$ cat src/rtl/branch_pkg.sv
`default_nettype none
// ============================================================================
//  Module   : branch_pkg
//  Purpose  : Shared constants for the branch predict unit: branch funct3
//             codes, 2-bit saturating counter encodings, reset counter value
//             and the counter update helper.
//  Ports    : none (package)
//  Revision : 1.0  initial release
// ============================================================================
package branch_pkg;

  localparam logic [2:0] F3_BEQ  = 3'b000;
  localparam logic [2:0] F3_BNE  = 3'b001;
  localparam logic [2:0] F3_RSV0 = 3'b010;
  localparam logic [2:0] F3_RSV1 = 3'b011;
  localparam logic [2:0] F3_BLT  = 3'b100;
  localparam logic [2:0] F3_BGE  = 3'b101;
  localparam logic [2:0] F3_BLTU = 3'b110;
  localparam logic [2:0] F3_BGEU = 3'b111;

  typedef enum logic [1:0] {
    CTR_SNT = 2'b00,
    CTR_WNT = 2'b01,
    CTR_WT  = 2'b10,
    CTR_ST  = 2'b11
  } ctr_t;

  localparam ctr_t CTR_RESET = CTR_WNT;

  // funct3 010/011 are not branch conditions.
  function automatic logic f3_is_legal(input logic [2:0] f3);
    return !((f3 == F3_RSV0) || (f3 == F3_RSV1));
  endfunction

  // Saturating 2-bit counter step.
  function automatic ctr_t ctr_next(input ctr_t cur, input logic taken);
    logic [1:0] val;
    val = cur;
    if (taken) begin
      if (cur != CTR_ST) val = val + 2'd1;
    end else begin
      if (cur != CTR_SNT) val = val - 2'd1;
    end
    return ctr_t'(val);
  endfunction

endpackage
`default_nettype wire

$ cat src/rtl/branch_bht.sv
`default_nettype none
// ============================================================================
//  Module   : branch_bht
//  Purpose  : Branch history table of 2-bit saturating counters.
//  Ports    : clk, rst_n        - clock, synchronous active-low reset
//             rd_idx / rd_ctr   - asynchronous read port
//             wr_en, wr_idx,
//             wr_taken          - synchronous saturating-update port
//  Revision : 1.0  initial release
// ============================================================================
module branch_bht
  import branch_pkg::*;
#(
  parameter int BHT_ENTRIES = 16,
  parameter int IDX_W       = $clog2(BHT_ENTRIES)
) (
  input  logic             clk,
  input  logic             rst_n,
  input  logic [IDX_W-1:0] rd_idx,
  output ctr_t             rd_ctr,
  input  logic             wr_en,
  input  logic [IDX_W-1:0] wr_idx,
  input  logic             wr_taken
);

  ctr_t table_q [BHT_ENTRIES];

  // Read returns the stored value; a same-cycle write is not bypassed.
  assign rd_ctr = table_q[rd_idx];

  always_ff @(posedge clk) begin
    if (!rst_n) begin
      for (int i = 0; i < BHT_ENTRIES; i++) begin
        table_q[i] <= CTR_RESET;
      end
    end else if (wr_en) begin
      table_q[wr_idx] <= ctr_next(table_q[wr_idx], wr_taken);
    end
  end

endmodule
`default_nettype wire

$ cat src/rtl/branch_predict_unit.sv
`default_nettype none
// ============================================================================
//  Module   : branch_predict_unit
//  Purpose  : Decode-stage bimodal prediction plus execute-stage branch
//             resolution, mispredict redirect and statistics.
//  Ports    : clk, rst_n                 - clock, synchronous active-low reset
//             dec_pc / dec_pred_taken    - prediction lookup
//             ex_valid, ex_branch, ex_jal, ex_jalr, ex_funct3, ex_rs1, ex_rs2,
//             ex_pc, ex_target, ex_pred_taken - resolving instruction
//             pc_src                     - combinational actual-taken
//             flush, flush_pc            - registered redirect
//             illegal_br                 - registered illegal-funct3 flag
//             br_count, mispred_count    - wrapping statistics
//  Revision : 1.0  initial release
// ============================================================================
module branch_predict_unit
  import branch_pkg::*;
#(
  parameter int XLEN        = 32,
  parameter int BHT_ENTRIES = 16
) (
  input  logic            clk,
  input  logic            rst_n,
  input  logic [XLEN-1:0] dec_pc,
  output logic            dec_pred_taken,
  input  logic            ex_valid,
  input  logic            ex_branch,
  input  logic            ex_jal,
  input  logic            ex_jalr,
  input  logic [2:0]      ex_funct3,
  input  logic [XLEN-1:0] ex_rs1,
  input  logic [XLEN-1:0] ex_rs2,
  input  logic [XLEN-1:0] ex_pc,
  input  logic [XLEN-1:0] ex_target,
  input  logic            ex_pred_taken,
  output logic            pc_src,
  output logic            flush,
  output logic [XLEN-1:0] flush_pc,
  output logic            illegal_br,
  output logic [31:0]     br_count,
  output logic [31:0]     mispred_count
);

  localparam int IDX_W = $clog2(BHT_ENTRIES);

  logic [IDX_W-1:0] dec_idx;
  logic [IDX_W-1:0] ex_idx;
  ctr_t             dec_ctr;
  logic             cond;
  logic             legal;
  logic             br_upd;
  logic             br_illegal;
  logic             mispred;
  logic             flush_q;
  logic [XLEN-1:0]  flush_pc_q;
  logic             illegal_q;
  logic [31:0]      br_count_q;
  logic [31:0]      mispred_count_q;
  logic             unused_dec_bits;

  assign dec_idx = dec_pc[IDX_W+1:2];
  assign ex_idx  = ex_pc[IDX_W+1:2];
  assign unused_dec_bits = ^{dec_pc[XLEN-1:IDX_W+2], dec_pc[1:0]};

  branch_bht #(
    .BHT_ENTRIES (BHT_ENTRIES),
    .IDX_W       (IDX_W)
  ) u_bht (
    .clk      (clk),
    .rst_n    (rst_n),
    .rd_idx   (dec_idx),
    .rd_ctr   (dec_ctr),
    .wr_en    (br_upd),
    .wr_idx   (ex_idx),
    .wr_taken (cond)
  );

  assign dec_pred_taken = dec_ctr[1];

  // Full-width comparisons; no reliance on a subtraction sign bit.
  always_comb begin
    cond = 1'b0;
    case (ex_funct3)
      F3_BEQ:  cond = (ex_rs1 == ex_rs2);
      F3_BNE:  cond = (ex_rs1 != ex_rs2);
      F3_BLT:  cond = ($signed(ex_rs1) <  $signed(ex_rs2));
      F3_BGE:  cond = ($signed(ex_rs1) >= $signed(ex_rs2));
      F3_BLTU: cond = (ex_rs1 <  ex_rs2);
      F3_BGEU: cond = (ex_rs1 >= ex_rs2);
      default: cond = 1'b0;
    endcase
  end

  assign legal      = f3_is_legal(ex_funct3);
  assign br_upd     = ex_valid & ex_branch & legal;
  assign br_illegal = ex_valid & ex_branch & ~legal;
  assign pc_src     = ex_valid & (ex_jal | ex_jalr | (ex_branch & cond));

  // Illegal branches are excluded so they never redirect or count.
  assign mispred = ex_valid & ((ex_branch & legal & (cond != ex_pred_taken)) |
                               (ex_jal & ~ex_pred_taken) |
                               ex_jalr);

  always_ff @(posedge clk) begin
    if (!rst_n) begin
      flush_q         <= 1'b0;
      flush_pc_q      <= '0;
      illegal_q       <= 1'b0;
      br_count_q      <= '0;
      mispred_count_q <= '0;
    end else begin
      flush_q   <= mispred;
      illegal_q <= br_illegal;
      if (mispred) begin
        flush_pc_q      <= pc_src ? ex_target : (ex_pc + XLEN'(4));
        mispred_count_q <= mispred_count_q + 32'd1;
      end
      if (br_upd) begin
        br_count_q <= br_count_q + 32'd1;
      end
    end
  end

  assign flush         = flush_q;
  assign flush_pc      = flush_pc_q;
  assign illegal_br    = illegal_q;
  assign br_count      = br_count_q;
  assign mispred_count = mispred_count_q;

endmodule
`default_nettype wire

$ cat config.mk
export PLATFORM = sky130hd
export DESIGN_NAME = branch_predict_unit
export DESIGN_NICKNAME = d
export VERILOG_FILES = /design/src/rtl/branch_pkg.sv /design/src/rtl/branch_bht.sv /design/src/rtl/branch_predict_unit.sv
export SDC_FILE = /design/constraint.sdc
export NUM_CORES = 1
export LEC_CHECK = 0
export ABC_AREA = 1
export CORE_MARGIN = 3
export CORE_UTILIZATION = 40
export DETAILED_ROUTE_END_ITERATION = 6
export GPL_TIMING_DRIVEN = 0
export PLACE_DENSITY = 0.71
export SLEW_MARGIN = 40
export SYNTH_ARGS = -nofsm -noshare
export SYNTH_HDL_FRONTEND = slang
export SYNTH_HIERARCHICAL = 1
export SYNTH_SLANG_ARGS = --single-unit
$ cat constraint.sdc
create_clock -name clk -period 2.3 [get_ports clk]
set_input_delay 0.23 -clock clk [delete_from_list [all_inputs] [get_ports clk]]
set_output_delay 0.23 -clock clk [all_outputs]
set_load 0.1 [all_outputs]
After elaboration in Yosys (flattened, before gate mapping) --
Memories as Yosys holds them, arrays and structs flattened. Cells that the tools add are included.
Storage, ports and cells: register bits 98, memory bits (writable) 32, bits of input ports 170, output and inout port bits 100, logic and storage cells 59, memories kept 1
Memories:
- u_bht.table_q | depth 16, width 2, rd ports 2, clocked after memory_dff 0, write ports 16, RTL line branch_bht.sv:26 | ctr_t table_q [BHT_ENTRIES];
Operators by class: add/sub/neg operators 5, order comparisons 4, equality and inequality tests 11, mux-type cells 14, bitwise operators 14, reduce and logical (&&, ||, !) cells 5
Operators with widths (number):
- 32-bit by 1-bit adder with 32-bit output, second input constant | 2
- 32-bit greater-or-equal comparator | 2
- 32-bit less-than comparator | 2
- 32-bit by 3-bit adder with 32-bit output, second input constant | 1
- 32-bit equality test | 1
- 32-bit 2-to-1 mux | 1
- 32-bit inequality test | 1
- 3-bit equality test, second input constant | 4
- 2-bit 2-to-1 mux | 6
- 1-bit AND | 9
- 3-bit by 2-bit equality test with 1-bit output, second input constant | 2
- 1-bit case mux with 6 select lines | 1
- 1-bit 2-to-1 mux | 5
- 4-bit 2-to-1 mux | 1
- 1-bit OR | 4
- 3-bit by 1-bit equality test with 1-bit output, second input constant | 1
- 3-bit logical NOT | 1
- 2-bit by 1-bit adder with 2-bit output, second input constant | 1
- 2-bit inequality test, second input constant | 1
- 2-bit nonzero test | 1
- 2-bit OR reduction | 1
- 2-bit by 1-bit subtractor with 2-bit output, second input constant | 1
- 1-bit logical NOT | 1
- 1-bit logical OR | 1
- 2 further kinds | 2

Depth between registers and ports, before layout --
Gate-level depths: netlist (run 1).
depth after elaboration 9, gate-level depth with buffers 23, gate-level depth less buffers 22

Cells and area by module --
Netlist (run 1), hierarchy kept.
Modules (own cells, without submodules):
- branch_predict_unit | instances 1, cells each 1102, area an instance 6875.3 um^2, sequential area each 1961.9 um^2
- branch_bht | instances 1, cells each 276, area an instance 2088.3 um^2, sequential area each 960.9 um^2

Worst setup path after synthesis (run 1) --
Ideal clock, no wire load.
path kind flip-flop to flip-flop, start point register br_count_q[6], in the netlist br_count[6], end point register br_count_q[29], in the netlist br_count[29], setup time 0.116 ns, data arrival time 2.741 ns, data required time 2.184 ns, slack -0.557 ns, cell stages (with the launch flop) 12, path buffers 0, clock period less this slack 2.857 ns, cells stage by stage dfxtp_1 -> nand2_1 -> nor3_1 -> nand3_2 -> nor2_2 -> nand3_1 -> nor2_1 -> nand2_1 -> nor2_2 -> and3_1 -> nand4_1 -> o211a_1
On the way: longest elaborated chain between the ends 1
Ends and longest elaborated chain:
- start, declared | RTL line branch_predict_unit.sv:57 | logic [31:0] br_count_q;
- start signal, assigned | RTL line branch_predict_unit.sv:119 | br_count_q <= br_count_q + 32'd1;
- 32-bit by 1-bit adder with 32-bit output | RTL line branch_predict_unit.sv:119
No other way between the ends. A chain may end at the register's enable or synchronous reset.

Worst setup path after layout (run 1) --
start point input ex_rs2[13], end point output pc_src
On the way: longest elaborated chain between the ends 5, elaborated cells on any way between the ends 10, classes of those cells order compare: 4; eq/ne: 2; mux: 1; bitwise: 3
Ends and longest elaborated chain:
- start, declared | RTL line branch_predict_unit.sv:32 | input logic [XLEN-1:0] ex_rs2,
- 32-bit greater-or-equal comparator (tied with other cells) | RTL line branch_predict_unit.sv:89 | F3_BGEU: cond = (ex_rs1 >= ex_rs2);
- 1-bit case mux with 6 select lines * | RTL line branch_predict_unit.sv:83 | case (ex_funct3)
- via cond | RTL line branch_predict_unit.sv:49 | logic cond;
- 1-bit AND * | RTL line branch_predict_unit.sv:97 | assign pc_src = ex_valid & (ex_jal | ex_jalr | (ex_branch & cond));
- 1-bit OR * | RTL line branch_predict_unit.sv:97
- 1-bit AND * | RTL line branch_predict_unit.sv:97
- end, declared | RTL line branch_predict_unit.sv:36 | output logic pc_src,
Mark *: on every way through the listed nets, which the timed path passes. The rest lies on a longest branch.

==> impl_metrics.xml, run 1 <==
<?xml version="1.0" encoding="UTF-8"?>
<metrics>
  <group name="sta">
    <metric name="fin_crit_sh" unit="%">110.4</metric>
    <metric name="setup_total_negative_slack" unit="ns">-13.55</metric>
    <metric name="tightest_slew_margin_relative_to_the_limit" unit="%">53.28</metric>
    <metric name="final-max-slew-violation-count" unit="">0</metric>
    <metric name="tightestPinTransition" unit="ns">0.7008</metric>
    <metric name="final_period_minus_worst_setup_slack" unit="ns">2.540</metric>
    <metric name="setup_repair_after_global_routing_missed_its_margin" unit="">true</metric>
    <metric name="report.final.setup_viol" unit="">67</metric>
    <metric name="clock.fmax" unit="MHz">393.8</metric>
    <metric name="timing.final.ws_setup" unit="ns">-0.2396</metric>
    <metric name="timing.clock.skew" unit="ns">0.008182</metric>
    <metric name="hold_violations" unit="">0</metric>
  </group>
  <group name="setup_path">
    <metric name="worst-endpoint-arrival" unit="ns">2.31</metric>
    <metric name="cp_max_fo" unit="">4</metric>
    <metric name="crit_path_end_kind" unit="">output port</metric>
    <metric name="reg2reg_depth" unit="">12</metric>
    <metric name="critical_path.startpoint_type" unit="">input pin</metric>
    <metric name="critPathRequiredTime" unit="ns">2.07</metric>
    <metric name="critical_path_class" unit="">input pin to output port</metric>
  </group>
  <group name="pwr">
    <metric name="powerDensity" unit="nW/um^2">549.8</metric>
    <metric name="total_power_consumption" unit="mW">7.153</metric>
    <metric name="worst_ir_drop_vdd" unit="mV">0.3817</metric>
    <metric name="leak_pwr" unit="nW">5.804</metric>
  </group>
  <group name="layout">
    <metric name="postLayoutCoreUtil" unit="%">60.93</metric>
    <metric name="commonest_non_fill_non_tap_cells_in_the_layout" unit="">nand2_1 (325), nor2_1 (166), inv_1 (156)</metric>
    <metric name="syn_to_layout_area_delta" unit="%">47.05</metric>
    <metric name="final_common_cell" unit="">nand2_1</metric>
    <metric name="design.final.nets" unit="">1856</metric>
    <metric name="n_fill_cell" unit="">1927</metric>
    <metric name="layout-drive-gt1-share" unit="%">28.37</metric>
    <metric name="final_design_area_no_fill" unit="um^2">13010</metric>
  </group>
  <group name="route">
    <metric name="total_wire_length_after_detailed_routing" unit="um">30880</metric>
    <metric name="vias_per_cell" unit="">5.082</metric>
    <metric name="num_vias" unit="">9859</metric>
    <metric name="post-route-drc-count" unit="">0</metric>
    <metric name="final_antenna_violating_net_count" unit="">0</metric>
    <metric name="drt-initial-drc-count" unit="">551</metric>
    <metric name="wl_per_cell" unit="um">15.91</metric>
    <metric name="drt_pass1_iterations" unit="">5</metric>
  </group>
  <group name="synthesis">
    <metric name="synth.yosys.warnings" unit="">6</metric>
    <metric name="synth_area" unit="um^2">8847</metric>
    <metric name="post_synth_inst_count" unit="">1355</metric>
    <metric name="synth_nets" unit="">1560</metric>
    <metric name="synth_area_per_cell" unit="um^2">6.529</metric>
  </group>
  <group name="die">
    <metric name="floorplan.die.height" unit="um">154.7</metric>
    <metric name="floorplan.initialDensity" unit="%">41.43</metric>
    <metric name="design.core.area" unit="um^2">21350</metric>
    <metric name="std_cell_rows" unit="">53</metric>
    <metric name="pin_count" unit="">270</metric>
    <metric name="die-area" unit="um^2">23940</metric>
    <metric name="die_w" unit="um">154.7</metric>
  </group>
  <group name="status">
    <metric name="violated_checks" unit="">setup timing</metric>
    <metric name="status" unit="">finished, violations left</metric>
  </group>
  <group name="place">
    <metric name="dpl_cell_area" unit="um^2">11220</metric>
    <metric name="place.gp.congestion" unit="">0.9494</metric>
    <metric name="buffer_ports.inserted" unit="">240</metric>
    <metric name="dpl.hpwl" unit="um">22830</metric>
  </group>
  <group name="clocking">
    <metric name="cts_tree" unit="">done</metric>
    <metric name="cts_root_buf" unit="">clkbuf_16</metric>
    <metric name="ctsLongestPathBuffers" unit="">2</metric>
    <metric name="htree_num_levels" unit="">4</metric>
    <metric name="cts_num_sinks" unit="">130</metric>
    <metric name="cts_hold_buf" unit="">0</metric>
    <metric name="clock_insertion_delay_worst_skew" unit="ns">0.42</metric>
    <metric name="cts_inserted_buffers" unit="">17</metric>
    <metric name="path_clk_slew" unit="ns">0.05</metric>
  </group>
  <group name="global_route">
    <metric name="globalRouteTotalUtil" unit="%">24.41</metric>
    <metric name="maximum_number_of_pins_on_one_net_before_global_route_repair" unit="">17</metric>
    <metric name="antenna_found_initial" unit="">1</metric>
    <metric name="total_congestion_overflow_after_global_routing" unit="">0</metric>
    <metric name="via_count_of_the_first_global_routing_pass" unit="">9591</metric>
    <metric name="grt_pass1_wl" unit="um">47530</metric>
  </group>
  <group name="worst_hold_path">
    <metric name="hold_path_class" unit="">input pin to flop</metric>
    <metric name="hold_depth" unit="">3</metric>
  </group>
  <group name="run">
    <metric name="drv.max_cap_violation_count" unit="">0</metric>
  </group>
</metrics>
## worst max-delay path: stages
cell and delay [ns]:
clkdlybuf4s15_1 0.18, inv_2 0.05, ha_4 0.28, nand2_4 0.06
nor2_4 0.10, nand2_2 0.08, nor2_2 0.15, nand2_2 0.11
nand2_2 0.07, o21ai_1 0.07, inv_1 0.09, nand2_2 0.06
nor2_2 0.08, nand3_2 0.09, nand2_2 0.08, nand2_4 0.07
nand2_4 0.09, buf_8 0.10, clkinvlp_4 0.08, buf_12 0.17
## power by group
group          switching, mW  internal [mW]
registers             0.0486           2.40
logic                   1.25          0.724
clock network           1.09           1.64
## registers in the layout, summed over array words and instances (netlist names)
name / flops
br_count: 32
flush: 1
flush_pc: 32
illegal_br: 1
mispred_count: 32
u_bht/table_q: 32
## per-layer routing
layer / track usage (%) / wire, um / part of all wire, % / vias to the layer above
met5: 0 / 0 / 0 / -
met4: 8.579 / 954 / 3.1 / 0
met3: 5.932 / 2131 / 6.9 / 71
met2: 41.64 / 14940 / 48 / 352
met1: 30.09 / 12850 / 42 / 4529
li1: - / - / - / 4907
## final timing paths
| kind | to | start | slack (ns) |
|---|---|---|---|
| setup / recovery | pc_src | ex_rs2[13] | -0.24 |
| hold / removal | illegal_br | ex_branch | 0.21 |
| setup reg to reg | br_count[29] | br_count[6] | 0.08 |
| hold reg to reg | br_count[31] | br_count[31] | 0.48 |
## stage by stage
stage / hold WS [ns] / worst slack [ns] / std cells
2_1_floorplan: 0.3780 / -0.2017 / 1355
3_3_place_gp: 0.4680 / -1.724 / 1870
3_5_place_dp: 0.4667 / -1.040 / 1870
4_1_cts: 0.1698 / -0.1463 / 1917
5_1_grt: 0.2163 / -0.3495 / 1940
6_report: 0.2073 / -0.2396 / 1940
## repair_timing
item | CTS | global route
gates cloned | 0 | 9
hold endpoints to repair | 0 | 0
gates resized for setup | 299 | 153
setup endpoints to repair | 101 | 90
pin swaps | 80 | 55
buffers inserted | 15 | 13
## final cells by class
type | count | area, um^2 | area share (%)
diodes | 1 | 2.502 | 0.01923
plain buffers | 48 | 401.6 | 3.087
clock buffers | 20 | 479.2 | 3.683
clock inverters | 12 | 118.9 | 0.9136
inverters | 185 | 708.2 | 5.443
multi-input cells | 993 | 5808 | 44.64
flip-flops and latches | 130 | 2972 | 22.84
well taps | 275 | 344.1 | 2.645
repair buffers | 276 | 2176 | 16.72
Power figures use the tool's default switching activity.
==> run 2: changes to the inputs <==
- PLACE_DENSITY: 0.71 -> 0.72
- SYNTH_HIERARCHICAL: 1 -> default
==> impl_metrics.xml, run 2 <==
<?xml version="1.0" encoding="UTF-8"?>
<metrics>
  <group name="setup_path">
    <metric name="critical_path_class" unit="">input pin to output port</metric>
    <metric name="cell_type_of_the_slowest_stage_on_the_worst_timing_path" unit="">ha_4</metric>
    <metric name="worstPathCellList" unit="">buf_6 &gt; inv_2 &gt; ha_4 &gt; nand2_4 &gt; nor2_4 &gt; nand2_2 &gt; nor3b_4 &gt; nand2_2 &gt; nand2_2 &gt; o21ai_2 &gt; inv_2 &gt; nand2_2 &gt; nor2_4 &gt; nand3_4 &gt; nand2_4 &gt; nand2_4 &gt; buf_12 &gt; buf_12</metric>
    <metric name="path_common_cell" unit="">nand2_2</metric>
    <metric name="crit_path_end_kind" unit="">output port</metric>
    <metric name="critical-path-top-delay-family" unit="">simple AND/OR/NAND/NOR gates</metric>
    <metric name="critical_path.startpoint_type" unit="">input pin</metric>
    <metric name="worst-endpoint-arrival" unit="ns">2.19</metric>
    <metric name="critPathRequiredTime" unit="ns">2.07</metric>
    <metric name="crit_path_max_incr_delay" unit="ns">0.26</metric>
    <metric name="cp_max_fo" unit="">4</metric>
    <metric name="worstPathBufferInverterCount" unit="">5</metric>
  </group>
  <group name="layout">
    <metric name="n_fill_cell" unit="">2028</metric>
    <metric name="final-instance-count-excl-fill" unit="">1881</metric>
    <metric name="syn_to_layout_area_delta" unit="%">43.44</metric>
    <metric name="antenna_cells" unit="">0</metric>
    <metric name="layout-drive-gt1-share" unit="%">25.53</metric>
    <metric name="design.final.nets" unit="">1801</metric>
    <metric name="final_design_area_no_fill" unit="um^2">12350</metric>
    <metric name="commonest_non_fill_non_tap_cells_in_the_layout" unit="">nand2_1 (306), nor2_1 (178), inv_1 (152)</metric>
    <metric name="postLayoutCoreUtil" unit="%">58.58</metric>
    <metric name="final_common_cell" unit="">nand2_1</metric>
  </group>
  <group name="synthesis">
    <metric name="yosys.area_share.xor_xnor" unit="%">5.899</metric>
    <metric name="synthSimpleGateAreaFrac" unit="%">35.96</metric>
    <metric name="synth_edf_count" unit="">32</metric>
    <metric name="synth_largest_type_area_fraction" unit="%">22.78</metric>
    <metric name="synthMuxAreaShare" unit="%">0</metric>
    <metric name="postSynth.topFlopCell" unit="">dfxtp_1</metric>
    <metric name="synth_top_cells_by_count" unit="">nand2_1 (336), nor2_1 (191), inv_1 (179), dfxtp_1 (98), nand3_1 (87)</metric>
    <metric name="async_flop_share" unit="%">0</metric>
    <metric name="yosys.cell_types.count" unit="">38</metric>
    <metric name="seq_area_frac_synth" unit="%">33.94</metric>
    <metric name="synth_area" unit="um^2">8612</metric>
    <metric name="dominant_combinational_cell_family_by_area_after_synthesis" unit="">simple AND/OR/NAND/NOR gates</metric>
    <metric name="synth_area_per_cell" unit="um^2">6.574</metric>
    <metric name="synth.yosys.warnings" unit="">0</metric>
    <metric name="synth_nets" unit="">1518</metric>
    <metric name="synth_adder_area_share" unit="%">5.521</metric>
    <metric name="synth_area_leaders" unit="">dfxtp_1 (23%), nand2_1 (15%), edfxtp_1 (11%), nor2_1 (8.3%), inv_1 (7.8%)</metric>
    <metric name="post_synth_inst_count" unit="">1310</metric>
    <metric name="synth.most_common_cell" unit="">nand2_1</metric>
    <metric name="yosys.area.top_type" unit="">dfxtp_1</metric>
    <metric name="ys_seq_elements" unit="">130</metric>
    <metric name="synth_compound_area_share" unit="%">8.005</metric>
  </group>
  <group name="place">
    <metric name="place.detailed.instances" unit="">1823</metric>
    <metric name="pre_cts_ws" unit="ns">-1.084</metric>
    <metric name="buffer_ports.inserted" unit="">238</metric>
    <metric name="dpl_cell_area" unit="um^2">10920</metric>
    <metric name="dpl.hpwl" unit="um">20980</metric>
    <metric name="place.gp.congestion" unit="">0.9328</metric>
  </group>
  <group name="global_route">
    <metric name="gr-usage-met2" unit="%">39.37</metric>
    <metric name="via_count_of_the_first_global_routing_pass" unit="">9043</metric>
    <metric name="grt.met3_usage" unit="%">5.368</metric>
    <metric name="globalRouteTotalUtil" unit="%">23.23</metric>
    <metric name="antenna_found_initial" unit="">0</metric>
    <metric name="use_met1" unit="%">29.22</metric>
    <metric name="total_congestion_overflow_after_global_routing" unit="">0</metric>
    <metric name="maximum_number_of_pins_on_one_net_before_global_route_repair" unit="">17</metric>
    <metric name="top_usage_layer" unit="">met2</metric>
    <metric name="grt_pass1_wl" unit="um">44720</metric>
  </group>
  <group name="clocking">
    <metric name="ctsLongestPathBuffers" unit="">2</metric>
    <metric name="cts_inserted_buffers" unit="">17</metric>
    <metric name="cts_tree" unit="">done</metric>
    <metric name="htree_num_levels" unit="">4</metric>
    <metric name="cts_hold_buf" unit="">0</metric>
    <metric name="clock_insertion_delay_worst_skew" unit="ns">0.43</metric>
    <metric name="path_clk_slew" unit="ns">0.06</metric>
    <metric name="cts_num_sinks" unit="">130</metric>
    <metric name="cts_root_buf" unit="">clkbuf_16</metric>
  </group>
  <group name="die">
    <metric name="design.core.area" unit="um^2">21090</metric>
    <metric name="floorplan.initialDensity" unit="%">40.84</metric>
    <metric name="die_w" unit="um">152.7</metric>
    <metric name="std_cell_rows" unit="">53</metric>
    <metric name="die-area" unit="um^2">23330</metric>
    <metric name="floorplan.die.height" unit="um">152.7</metric>
    <metric name="pin_count" unit="">270</metric>
  </group>
  <group name="worst_hold_path">
    <metric name="hold_path_class" unit="">input pin to flop</metric>
  </group>
  <group name="sta">
    <metric name="report.final.setup_viol" unit="">65</metric>
    <metric name="hold_violations" unit="">0</metric>
    <metric name="timing.clock.skew" unit="ns">0.006696</metric>
    <metric name="setup_repair_after_global_routing_missed_its_margin" unit="">true</metric>
    <metric name="final-max-slew-violation-count" unit="">0</metric>
    <metric name="fin_crit_sh" unit="%">105.3</metric>
    <metric name="final_period_minus_worst_setup_slack" unit="ns">2.421</metric>
    <metric name="clock.fmax" unit="MHz">413.1</metric>
    <metric name="tightestPinTransition" unit="ns">0.8454</metric>
    <metric name="timing.final.ws_setup" unit="ns">-0.1210</metric>
    <metric name="tightest_slew_margin_relative_to_the_limit" unit="%">43.64</metric>
  </group>
  <group name="route">
    <metric name="num_vias" unit="">9393</metric>
    <metric name="drt-initial-drc-count" unit="">570</metric>
    <metric name="vias_per_cell" unit="">4.994</metric>
    <metric name="total_wire_length_after_detailed_routing" unit="um">28500</metric>
    <metric name="post-route-drc-count" unit="">0</metric>
    <metric name="drt_pass1_iterations" unit="">5</metric>
    <metric name="wl_per_cell" unit="um">15.15</metric>
    <metric name="final_antenna_violating_net_count" unit="">0</metric>
  </group>
  <group name="pwr">
    <metric name="total_power_consumption" unit="mW">6.895</metric>
    <metric name="powerDensity" unit="nW/um^2">558.2</metric>
    <metric name="leak_pwr" unit="nW">5.521</metric>
    <metric name="worst_ir_drop_vdd" unit="mV">0.5186</metric>
  </group>
  <group name="status">
    <metric name="violated_checks" unit="">setup timing</metric>
    <metric name="status" unit="">finished, violations left</metric>
  </group>
  <group name="run">
    <metric name="drv.max_cap_violation_count" unit="">0</metric>
  </group>
</metrics>
==> run 2: kinds of logic (layout without fill, tap and decap cells) <==
family	count (synthesis)	count (layout)
and+or+nand+nor	719	720
xor gates and xnor gates	58	58
adders and majority gates	38	38
DFF	130	130
buffers and inverters	232	527
AOI/OAI and AO/OA	133	133
==> run 2: power by group <==
part	switching [mW]	internal (mW)	total, mW	leakage [nW]
registers	0.0423	2.41	2.45	1.10
clock network	1.07	1.60	2.67	0.295
logic	1.17	0.605	1.77	4.13
total	2.28	4.62	6.90	5.52
==> run 2: layout make-up <==
class,instances,area (um^2),area share [%]
Clock buffer,22,519.2,4.203
Clock inverter,10,67.56,0.5469
Timing Repair Buffer,263,1989,16.10
Buffer,45,311.5,2.522
Multi-Input combinational cell,949,5449,44.11
Tap cell,275,344.1,2.785
Inverter,187,701.9,5.682
Sequential cell,130,2970,24.05
==> run 2: final timing paths <==
path,from,to,slack [ns],depth (start not counted)
min reg2reg,br_count[16],br_count[16],0.45,1
max,ex_rs2[28],pc_src,-0.12,18
min,ex_funct3[1],illegal_br,0.19,3
max reg2reg,mispred_count[0],mispred_count[26],0.09,10
==> run 2: what timing repair did <==
action,4_1_cts,5_1_grt
setup endpoints to repair,104,94
gates resized for setup,316,65
cloned,0,3
pin swaps,76,53
buffers inserted,17,6
==> run 2: stage by stage <==
stage | hold slack [ns] | setup TNS [ns]
after floorplan | 0.3811 | -1.768
after global placement | 0.4465 | -95.23
after detailed placement | 0.4454 | -96.48
after CTS | 0.3456 | -0.1348
after global routing | 0.2261 | -14.87
final | 0.1899 | -4.574
==> run 2: tightest hold or removal path, cell delays in order <==
cell and delay, ns:
dlymetal6s2s_1 0.19, nand2_4 0.12, nor3_1 0.04
==> run 2: metal layers <==
metal / wire length [um] / vias to the layer above / part of all wire (%)
li1: - / 4740 / -
met1: 12200 / 4300 / 43
met2: 13700 / 303 / 48
met3: 1832 / 50 / 6.4
met4: 762 / 0 / 2.7
met5: 0 / - / 0
==> run 3: changes to the inputs <==
- ABC_CLOCK_PERIOD_IN_PS: default -> 2300
==> results of run 3 <==
Same layout as run 2: the final DEF is identical, and so are final timing and power.
